==> src/rtl/btn_pkg.sv <==
// rtl/btn_pkg.sv - shared state codes, timing defaults and width helper for the button click decoder
// Purpose: state encoding (3-bit codes visible on o_state), default ms timing constants,
//          and the ms counter width derived from the longest timeout.
// Ports:   none (package).
// Config:  BTN_AUTOREPEAT_EN is consumed by btn_click_decoder; nothing here depends on it.
package btn_pkg;

    localparam logic [2:0] ST_IDLE   = 3'd0;
    localparam logic [2:0] ST_PRESS1 = 3'd1;
    localparam logic [2:0] ST_WAIT2  = 3'd2;
    localparam logic [2:0] ST_PRESS2 = 3'd3;
    localparam logic [2:0] ST_HELD   = 3'd4;

    typedef enum logic [2:0] {
        S_IDLE   = ST_IDLE,
        S_PRESS1 = ST_PRESS1,
        S_WAIT2  = ST_WAIT2,
        S_PRESS2 = ST_PRESS2,
        S_HELD   = ST_HELD
    } btn_state_e;

    localparam int TICK_DIV_DEF  = 100_000;
    localparam int LONG_MS_DEF   = 1000;
    localparam int DCLICK_MS_DEF = 300;
    localparam int REPEAT_MS_DEF = 200;

    function automatic int max3(input int a, input int b, input int c);
        int m;
        m = a;
        if (b > m) m = b;
        if (c > m) m = c;
        return m;
    endfunction

    localparam int MS_W = $clog2(max3(LONG_MS_DEF, DCLICK_MS_DEF, REPEAT_MS_DEF) + 1);

endpackage

==> src/rtl/ms_tick_gen.sv <==
// rtl/ms_tick_gen.sv - free-running divider producing a one-clk tick every DIV clks
// Purpose: 1 ms time base shared by the watch blocks.
// Ports:   clk    - system clock
//          reset  - asynchronous active-low reset (0 = reset), clears the divider
//          o_tick - high for one clk every DIV clks (first tick DIV clks after reset release)
module ms_tick_gen
    import btn_pkg::*;
#(
    parameter int DIV = TICK_DIV_DEF
) (
    input  logic clk,
    input  logic reset,
    output logic o_tick
);

    localparam int CW = (DIV > 1) ? $clog2(DIV) : 1;

    logic [CW-1:0] cnt_q;
    logic [CW-1:0] cnt_d;

    always_comb begin
        o_tick = (cnt_q == CW'(DIV - 1));
        cnt_d  = o_tick ? '0 : cnt_q + CW'(1);
    end

    always_ff @(posedge clk or negedge reset) begin
        if (!reset) begin
            cnt_q <= '0;
        end else begin
            cnt_q <= cnt_d;
        end
    end

endmodule

==> src/rtl/btn_click_decoder.sv <==
// rtl/btn_click_decoder.sv - classifies a debounced button level into single/double/long events
// Purpose: edge register, click FSM, saturating ms counter and registered one-clk event pulses.
// Ports:   clk      - system clock
//          reset    - asynchronous active-low reset (0 = reset)
//          i_btn    - debounced button level, clk-synchronous, 1 = pressed
//          o_single - one-clk pulse: single click
//          o_double - one-clk pulse: double click
//          o_long   - one-clk pulse: long press (and auto-repeat)
//          o_state  - current FSM state code
// Config:  BTN_AUTOREPEAT_EN - when defined, HELD re-fires o_long every REPEAT_MS ticks.
module btn_click_decoder
    import btn_pkg::*;
#(
    parameter int TICK_DIV  = TICK_DIV_DEF,
    parameter int LONG_MS   = LONG_MS_DEF,
    parameter int DCLICK_MS = DCLICK_MS_DEF,
    parameter int REPEAT_MS = REPEAT_MS_DEF
) (
    input  logic       clk,
    input  logic       reset,
    input  logic       i_btn,
    output logic       o_single,
    output logic       o_double,
    output logic       o_long,
    output logic [2:0] o_state
);

    // Sized from the actual parameters so overridden timings still fit.
    localparam int CW = $clog2(max3(LONG_MS, DCLICK_MS, REPEAT_MS) + 1);

    logic          tick;
    logic          btn_q;
    logic          rise;
    logic          fall;
    btn_state_e    state_q;
    btn_state_e    state_d;
    logic [CW-1:0] ms_cnt_q;
    logic [CW-1:0] ms_cnt_d;
    logic          single_q;
    logic          single_d;
    logic          double_q;
    logic          double_d;
    logic          long_q;
    logic          long_d;
    logic          long_to;
    logic          dclick_to;
    logic          ms_restart;
`ifdef BTN_AUTOREPEAT_EN
    logic          repeat_to;
`endif

    ms_tick_gen #(
        .DIV (TICK_DIV)
    ) u_tick (
        .clk    (clk),
        .reset  (reset),
        .o_tick (tick)
    );

    always_comb begin
        rise      = i_btn & ~btn_q;
        fall      = ~i_btn & btn_q;
        long_to   = tick && (ms_cnt_q == CW'(LONG_MS - 1));
        dclick_to = tick && (ms_cnt_q == CW'(DCLICK_MS - 1));
`ifdef BTN_AUTOREPEAT_EN
        repeat_to = tick && (ms_cnt_q == CW'(REPEAT_MS - 1));
`endif
    end

    // Edges are tested before timeouts in every state, so a coincident
    // edge always wins and suppresses the timeout event.
    always_comb begin
        state_d    = state_q;
        single_d   = 1'b0;
        double_d   = 1'b0;
        long_d     = 1'b0;
        ms_restart = 1'b0;
        case (state_q)
            S_IDLE: begin
                if (rise) state_d = S_PRESS1;
            end
            S_PRESS1: begin
                if (fall) begin
                    state_d = S_WAIT2;
                end else if (long_to) begin
                    long_d  = 1'b1;
                    state_d = S_HELD;
                end
            end
            S_WAIT2: begin
                if (rise) begin
                    state_d = S_PRESS2;
                end else if (dclick_to) begin
                    single_d = 1'b1;
                    state_d  = S_IDLE;
                end
            end
            S_PRESS2: begin
                // A held second press still reports the double click, not a long press.
                if (fall) begin
                    double_d = 1'b1;
                    state_d  = S_IDLE;
                end else if (long_to) begin
                    double_d = 1'b1;
                    state_d  = S_HELD;
                end
            end
            S_HELD: begin
                if (fall) begin
                    state_d = S_IDLE;
                end
`ifdef BTN_AUTOREPEAT_EN
                else if (repeat_to) begin
                    long_d     = 1'b1;
                    ms_restart = 1'b1;
                end
`endif
            end
            default: state_d = S_IDLE;
        endcase

        // Every state change restarts timing; the count saturates instead of wrapping.
        if ((state_d != state_q) || ms_restart) begin
            ms_cnt_d = '0;
        end else if (tick && (ms_cnt_q != '1)) begin
            ms_cnt_d = ms_cnt_q + CW'(1);
        end else begin
            ms_cnt_d = ms_cnt_q;
        end
    end

    always_ff @(posedge clk or negedge reset) begin
        if (!reset) begin
            btn_q    <= 1'b0;
            state_q  <= S_IDLE;
            ms_cnt_q <= '0;
            single_q <= 1'b0;
            double_q <= 1'b0;
            long_q   <= 1'b0;
        end else begin
            btn_q    <= i_btn;
            state_q  <= state_d;
            ms_cnt_q <= ms_cnt_d;
            single_q <= single_d;
            double_q <= double_d;
            long_q   <= long_d;
        end
    end

    assign o_single = single_q;
    assign o_double = double_q;
    assign o_long   = long_q;
    assign o_state  = state_q;

endmodule
==> config.mk <==
export PLATFORM = sky130hd
export DESIGN_NAME = btn_click_decoder
export DESIGN_NICKNAME = d
export VERILOG_FILES = /design/src/rtl/btn_pkg.sv /design/src/rtl/ms_tick_gen.sv /design/src/rtl/btn_click_decoder.sv
export SDC_FILE = /design/constraint.sdc
export NUM_CORES = 1
export LEC_CHECK = 0
export ABC_AREA = 1
export CORE_MARGIN = 3
export CORE_UTILIZATION = 45
export CTS_BUF_LIST = sky130_fd_sc_hd__clkbuf_4
export DETAILED_ROUTE_END_ITERATION = 8
export GPL_ROUTABILITY_DRIVEN = 0
export SYNTH_ARGS = -nofsm -noshare
export SYNTH_HDL_FRONTEND = slang
export SYNTH_HIERARCHICAL = 1
export SYNTH_SLANG_ARGS = --single-unit
export TNS_END_PERCENT = 100
==> constraint.sdc <==
create_clock -name clk -period 5.8 [get_ports clk]
set_input_delay 0.87 -clock clk [delete_from_list [all_inputs] [get_ports clk]]
set_output_delay 0.87 -clock clk [all_outputs]
set_load 0.01 [all_outputs]
==> reports/summary.json, run 1 <==
{
  "global_route.peak_usage_layer": "met2",
  "postLayoutSetupSlackWorst_ps": 3570,
  "drt_first_iter_violations": 60,
  "syn-mean-instance-area_um2": 7.450,
  "synth-warning-count": 6,
  "timing_max_transition_violations_final": 0,
  "grt_first_pass_wirelength_um": 6610,
  "timing.final.hold_violations": 0,
  "cts_setup_buffers": 0,
  "clkSinkCount": 34,
  "cts_resized": 0,
  "pre_cts_slack_ps": 3473,
  "viasPerCell": 4.677,
  "netlist_top_cells_area": "dfrtp_1 43%, nand2_1 11%, nor2_1 9.4%",
  "cp_max_fo": 6,
  "design.final.nets": 285,
  "dp_hpwl_um": 2732,
  "synth_cells": 264,
  "grt.overflow.total": 0,
  "power.sequential.fraction_pct": 51.0,
  "ant_diodes": 0,
  "yosysUniqueCellTypes": 26,
  "initial_utilization_pct": 47.80,
  "seq_area_frac_synth_pct": 43.26,
  "setup.worst_path.class": "register to output pin",
  "sw_frac_of_total_pct": 27.15,
  "grt_start_max_net_pins": 35,
  "fp.dieArea_mm2": 0.005200,
  "post-synth-top-area-fraction_pct": 43.26,
  "clkSlewWorstSetupHoldPaths_ps": 110,
  "drt_pre_antenna_iters": 4,
  "vias_in_the_first_global_route": 1539,
  "worst_endpoint_data_arrival_time_ps": 1360,
  "postRouteWirelength_um": 3617,
  "row_count": 23,
  "critPathBufInv": 1,
  "relative_contribution_of_the_clock_network_to_total_power_pct": 35.4,
  "required_arrival_time_at_the_worst_endpoint_ps": 4930,
  "worst-path-stages": 1,
  "pin_count": 9,
  "post_cts_hold_buffer_count": 0,
  "hp-class": "register to register",
  "cts.root.buffer_cell": "clkbuf_4",
  "fin_crit_ps": 2230,
  "grt_util_met2_pct": 27.91,
  "die-height_um": 72.11,
  "reported_net_switching_power_mw": 0.1328,
  "r2r_slack_ps": 3610,
  "clkLatencyLatePin_ps": 340,
  "r2r_start": "u_tick/cnt_q[0]$_DFF_PN0_",
  "timing.final.crit_share_pct": 38.45,
  "finalSetupViolations": 0,
  "power.static_leakage_nw": 1.103,
  "synth_area_leader_cell": "dfrtp_1",
  "postSynthNetCount": 269,
  "slowest_delay_ps": 570,
  "area_growth_syn_to_layout_pct": 11.58,
  "vias": 1548,
  "grt_antenna_before_repair": 0,
  "r2r.worst_path.cells": 14,
  "combPwrFrac_pct": 13.7,
  "floorplan.die.width_um": 72.11,
  "unrepaired_setup_endpoints_after_global_routing": "false",
  "run_status": "finished, final reports clean",
  "yosys_register_bits": 34,
  "design.core.area_mm2": 0.004115,
  "critical_path.slowest_cell": "clkdlybuf4s50_1",
  "synth.cell_area_mm2": 0.001967,
  "setup.worst_path.end_class": "output pin",
  "fin_hold_ws_ps": 521.6,
  "grt_usage_pct": 16.36,
  "worst_r2r_endpoint": "ms_cnt_q[9]$_DFFE_PN0P_",
  "startpoint": "o_state[2]$_DFF_PN0_",
  "route.detailed.drc": 0,
  "finish.utilization_pct": 53.33,
  "setup.worst_path.end": "o_state[2]",
  "post_route_cells_drive_above_1_share_pct": 15.30,
  "tns_ps": 0,
  "fmax_mhz": 448.4,
  "met3_usage_pct": 4.848,
  "critical_path.startpoint_type": "register",
  "internal_power_mw": 0.3563,
  "worst_path_dominant_cell_family": "buffers and inverters",
  "worst-slew-pin-transition_ps": 425.8,
  "wl_per_cell_um": 10.93,
  "ant_nets": 0,
  "clock_path_buffers": 2,
  "maxCapViolCount": 0,
  "clock_tree_from_tritoncts": "yes",
  "timing.critical_path.cells": "clkdlybuf4s50_1",
  "max_transition_margin_pct": 71.61,
  "fin_skew_ps": 3.229,
  "place.port_buffers": 8,
  "irDropWorstVdd_mv": 0.1568,
  "cts_inserted_buffers": 5,
  "ctsHtreeMaxLevel": 2,
  "grt_use_met1_pct": 19.22,
  "p_per_area_mw_per_mm2": 222.9
}
-- synth_stat cells --
| cell type | n |
|---|---|
| nand2_4 | 1 |
| inv_4 | 1 |
| nor2_1 | 49 |
| a21boi_0 | 1 |
| dfrtp_1 | 34 |
| nor2_2 | 11 |
| inv_1 | 43 |
| o21bai_1 | 2 |
| nand4_1 | 4 |
| o21ai_1 | 1 |
| a21oi_1 | 4 |
| nor3_1 | 2 |
| nor4_1 | 1 |
| nand4_2 | 1 |
| nor2_4 | 1 |
| inv_2 | 3 |
| nor3_2 | 1 |
| nand3_1 | 16 |
| xnor2_1 | 1 |
| nand3_2 | 6 |
| ha_1 | 2 |
| o21ai_0 | 2 |
| nand2_1 | 58 |
| nand2_2 | 7 |
| o21ai_2 | 2 |
| xor2_1 | 10 |
-- metal layers --
| metal | vias to the layer above | part of all wire (%) | wire (um) |
|---|---|---|---|
| li1 | 842 | - | - |
| met1 | 688 | 46 | 1675 |
| met2 | 10 | 49 | 1778 |
| met3 | 8 | 2.7 | 99 |
| met4 | 0 | 1.8 | 64 |
| met5 | - | 0 | 0 |
-- power by group through the flow --
stage / Clock, mW / Sequential [mW] / Combinational [mW]
floorplan: 0 / 0.255 / 0.0385
global placement: 0 / 0.254 / 0.0678
detailed placement: 0 / 0.254 / 0.0684
CTS: 0.180 / 0.249 / 0.0686
global route: 0.187 / 0.251 / 0.0770
finish: 0.173 / 0.249 / 0.0668
-- worst min-delay path by stage --
stage	start	to	slack [ps]	cells past startpoint
6_report	u_tick/cnt_q[0]$_DFF_PN0_	u_tick/cnt_q[0]$_DFF_PN0_	520	1
5_1_grt	u_tick/cnt_q[6]$_DFF_PN0_	u_tick/cnt_q[6]$_DFF_PN0_	550	1
4_1_cts	u_tick/cnt_q[0]$_DFF_PN0_	u_tick/cnt_q[0]$_DFF_PN0_	530	1
3_5_place_dp	u_tick/cnt_q[0]$_DFF_PN0_	u_tick/cnt_q[0]$_DFF_PN0_	510	1
3_3_place_gp	u_tick/cnt_q[0]$_DFF_PN0_	u_tick/cnt_q[0]$_DFF_PN0_	500	1
2_1_floorplan	u_tick/cnt_q[0]$_DFF_PN0_	u_tick/cnt_q[0]$_DFF_PN0_	470	1
-- state kept, by name, indices dropped and copies added (netlist names) --
signal	cells
ms_cnt_q	10
o_single	1
o_long	1
btn_q	1
u_tick/cnt_q	17
o_double	1
o_state	3
-- cell usage in the layout (no fill, tap or decap), types with 2 or more instances in the layout --
cell	synthesis	routed
inv_1	43	43
nand2_2	7	7
xor2_1	10	10
nor2_2	11	11
nand4_1	4	4
inv_2	3	3
clkinv_2	0	2
clkdlybuf4s50_1	0	8
o21ai_0	2	2
ha_1	2	2
nand3_1	16	16
clkbuf_4	0	5
nand3_2	6	6
nor2_1	49	49
o21ai_2	2	2
dfrtp_1	34	34
nor3_1	2	2
o21bai_1	2	2
a21oi_1	4	4
nand2_1	58	58
-- metrics by stage --
step / power [mW] / std cells / area (um^2)
after floorplan: 0.2938 / 264 / 1967
final: 0.4891 / 331 / 2195
after CTS: 0.4981 / 331 / 2195
after global placement: 0.3223 / 323 / 2117
after detailed placement: 0.3224 / 323 / 2117
after global routing: 0.5143 / 331 / 2195
-- kinds of logic after synthesis --
group | synth area share [%]
AOI/OAI and AO/OA | 3.817
buffers and inverters | 9.097
and+or+nand+nor | 37.66
DFF | 43.26
xor gates and xnor gates | 4.898
adders and majority gates | 1.272
-- cell type report --
| type | instances | area (um^2) |
|---|---|---|
| clock buffer | 5 | 37.54 |
| clock inverter | 3 | 40.04 |
| fill | 415 | 1921 |
| inverter | 47 | 178.9 |
| multi-input combinational | 183 | 937.1 |
| sequential | 34 | 850.8 |
| tap | 50 | 62.56 |
| timing repair buffer | 9 | 87.58 |
Note: power is estimated with default switching activity, not from simulation.
==> inputs of run 2 (changes only) <==
==> constraint.sdc (replaced) <==
create_clock -name clk -period 2.2 [get_ports clk]
set_input_delay 0.33 -clock clk [delete_from_list [all_inputs] [get_ports clk]]
set_output_delay 0.33 -clock clk [all_outputs]
set_load 0.01 [all_outputs]
==> run 2 against run 1 <==
Net effect: register-to-register slack got worse by 3400 ps; sequential share of layout area fell by 0.82 points; hold slack got worse by 140 ps; combinational power rose to 3.4 times the previous value; critical path depth is 13 higher; setup slack worse by 3400 ps; sequential power grew to 2.7 times the previous value; global-route usage is 0.92 points higher; cell area is 2.2% higher; routed wire length is 10% higher; clock skew is 9.9 ps higher; clock power grew 99%.
==> reports/summary.json, run 2 (same netlist as run 1, synthesis figures left out) <==
{
  "post_route_cells_drive_above_1_share": {"value": 16.49, "unit": "%", "change": "+1.2 points"},
  "timing.final.hold_violations": {"value": 0, "change": "unchanged"},
  "die-height": {"value": 72.11, "unit": "um", "change": "unchanged"},
  "irDropWorstVdd": {"value": 0.3449, "unit": "mV", "change": "+120%"},
  "cpMostUsedCell": "nor2_1",
  "floorplan.die.width": {"value": 72.11, "unit": "um", "change": "unchanged"},
  "timing.critical_path.cells": "ha_4, nand2_2, inv_1, nand2_1, nor2_1, nand2_2, inv_4, nand2_1, nor2_1, nand3_2, nand3_2, nand4_4, nand3_4, nor2_1",
  "power.static_leakage": {"value": 1.115, "unit": "nW", "change": "+1.1%"},
  "critPathBufInv": {"value": 2, "change": "+1"},
  "cts.root.buffer_cell": "clkbuf_4",
  "finalSetupViolations": {"value": 0, "change": "unchanged"},
  "grt_antenna_before_repair": {"value": 0, "change": "unchanged"},
  "max_transition_margin": {"value": 56.51, "unit": "%", "change": "-15 points"},
  "fin_skew": {"value": 13.12, "unit": "ps", "change": "+9.895 ps"},
  "clkSinkCount": {"value": 34, "change": "unchanged"},
  "worst_path_dominant_cell_family": "simple AND/OR/NAND/NOR gates",
  "hp-class": "input port to async pin",
  "ctsHtreeMaxLevel": {"value": 2, "change": "unchanged"},
  "clock_tree_from_tritoncts": "yes",
  "timing.final.crit_share_pct": 92.26,
  "maxCapViolCount": {"value": 0, "change": "unchanged"},
  "drt_first_iter_violations": {"value": 77, "change": "+28%"},
  "tns": {"value": 0, "unit": "ps", "change": "unchanged"},
  "grt_start_max_net_pins": {"value": 35, "change": "unchanged"},
  "area_growth_syn_to_layout_pct": 13.99,
  "vias": {"value": 1609, "change": "+3.9%"},
  "worst_endpoint_data_arrival_time": {"value": 2250, "unit": "ps", "change": "+890 ps"},
  "drt_pre_antenna_iters": {"value": 4, "change": "unchanged"},
  "critical_path.startpoint_type": "register",
  "fin_crit_ps": 2030,
  "cp_max_fo": {"value": 6, "change": "unchanged"},
  "place.port_buffers": {"value": 8, "change": "unchanged"},
  "viasPerCell": {"value": 4.803, "change": "+2.7%"},
  "largest_register_ff_count": {"value": 17, "change": "unchanged"},
  "initial_utilization": {"value": 47.80, "unit": "%", "change": "unchanged"},
  "pin_count": {"value": 9, "change": "unchanged"},
  "postRouteWirelength": {"value": 3979, "unit": "um", "change": "+10%"},
  "post_cts_hold_buffer_count": {"value": 0, "change": "unchanged"},
  "wl_per_cell": {"value": 11.88, "unit": "um", "change": "+8.7%"},
  "final_common_cell": "nand2_1",
  "clock_path_buffers": {"value": 2, "change": "unchanged"},
  "route.detailed.drc": {"value": 0, "change": "unchanged"},
  "design.core.area": {"value": 0.004115, "unit": "mm^2", "change": "unchanged"},
  "design.final.nets": {"value": 289, "change": "+1.4%"},
  "dp_hpwl": {"value": 2889, "unit": "um", "change": "+5.7%"},
  "ant_nets": {"value": 0, "change": "unchanged"},
  "grt_first_pass_wirelength": {"value": 7017, "unit": "um", "change": "+6.2%"},
  "setup.worst_path.end_class": "register",
  "grt.overflow.total": {"value": 0, "change": "unchanged"},
  "required_arrival_time_at_the_worst_endpoint": {"value": 2420, "unit": "ps", "change": "-2510 ps"},
  "ant_diodes": {"value": 0, "change": "unchanged"},
  "timing_max_transition_violations_final": {"value": 0, "change": "unchanged"},
  "run_status": "finished, final reports clean",
  "slowest_delay": {"value": 440, "unit": "ps", "change": "-130 ps"},
  "clkLatencyLatePin": {"value": 340, "unit": "ps", "change": "about the same"},
  "critical_path.slowest_cell": "dfrtp_1",
  "p_per_area": {"value": 547.3, "unit": "mW/mm^2", "change": "+150%"},
  "fp.dieArea": {"value": 0.005200, "unit": "mm^2", "change": "unchanged"},
  "grt_usage": {"value": 17.28, "unit": "%", "change": "+0.92 points"},
  "top_register": "u_tick/cnt_q",
  "vias_in_the_first_global_route": {"value": 1555, "change": "+1.0%"},
  "row_count": {"value": 23, "change": "unchanged"},
  "clkSlewWorstSetupHoldPaths": {"value": 110, "unit": "ps", "change": "about the same"},
  "fmax_mhz": 492.7,
  "fin_hold_ws": {"value": 385.9, "unit": "ps", "change": "-135.8 ps"},
  "setup.worst_path.class": "register to register",
  "cts_inserted_buffers": {"value": 5, "change": "unchanged"},
  "worst-slew-pin-transition": {"value": 645.6, "unit": "ps", "change": "+219.8 ps"},
  "most_frequent_cells_in_the_layout": "58 x nand2_1, 49 x nor2_1, 43 x inv_1"
}
run 2: cell count changes in the layout (fill, tap and decap cells not counted), sizes merged:
cell / change
buf: +3
bufinv: -1
clkbuf: +1
nand3: +1
run 2: worst register-to-register path, cell delays in order, from the launching register on:
cell and delay [ps]:
dfrtp_1 440, ha_4 170, nand2_2 60, inv_1 80, nand2_1 50, nor2_1 100, nand2_2 130, inv_4 110
nand2_1 60, nor2_1 130, nand3_2 140, nand3_2 120, nand4_4 120, nand3_4 150, nor2_1 60
run 2: layout make-up:
| class | count | area, um^2 |
|---|---|---|
| Clock buffer | 6 | 45.04 |
| Clock inverter | 2 | 8.758 |
| Fill cell | 413 | 1873 |
| Inverter | 47 | 181.4 |
| Multi-Input combinational cell | 184 | 983.4 |
| Sequential cell | 34 | 850.8 |
| Tap cell | 50 | 62.56 |
| Timing Repair Buffer | 12 | 110.1 |
run 2: repair_timing:
action,CTS,global route
setup endpoints to repair,0,10
buffers inserted,0,2
resized for setup,0,6
run 2: metrics by stage:
stage               utilization [%]  instances  setup WS, ps  total power, mW  instance area (um^2)
floorplan                         -        264         351.2           0.7745                  1967
global placement              51.63        324         184.3           0.8495                  2125
detailed placement            51.63        324         110.5           0.8519                  2125
CTS                           52.93        332         82.85            1.201                  2178
global route                  54.48        335        -11.99            1.292                  2242
finish                        54.48        335         170.2            1.227                  2242
run 2: report_power, final:
part	switching, mW	internal [mW]
Combinational	0.139	0.0841
Clock	0.211	0.132
Sequential	0.0207	0.639
Total	0.371	0.856
run 2: final timing paths:
path	from	to	slack, ps	depth (start not counted)
max	u_tick/cnt_q[0]$_DFF_PN0_	ms_cnt_q[0]$_DFFE_PN0P_	170	14
max in group asynchronous	reset	ms_cnt_q[8]$_DFFE_PN0P_	1480	2
min reg2reg	u_tick/cnt_q[6]$_DFF_PN0_	u_tick/cnt_q[6]$_DFF_PN0_	540	1
min in group clk	i_btn	btn_q$_DFF_PN0_	480	1
max reg2reg	u_tick/cnt_q[0]$_DFF_PN0_	ms_cnt_q[0]$_DFFE_PN0P_	170	14
min	reset	u_tick/cnt_q[12]$_DFF_PN0_	390	2
run 2: metal layers:
metal  global-route usage [%]  wire length (um)
met4                    7.933                56
met1                    21.38              1813
met2                    29.22              1989
met5                        0                 0
met3                    3.047               119
==> inputs of run 3 (changes only) <==
--- a/config.mk
+++ b/config.mk
@@ -6,6 +6,7 @@
 export NUM_CORES = 1
 export LEC_CHECK = 0
 export ABC_AREA = 1
+export CAP_MARGIN = 20
 export CORE_MARGIN = 3
 export CORE_UTILIZATION = 45
 export CTS_BUF_LIST = sky130_fd_sc_hd__clkbuf_4
==> results of run 3 <==
Final layout, timing and power as in run 2 (identical DEF).
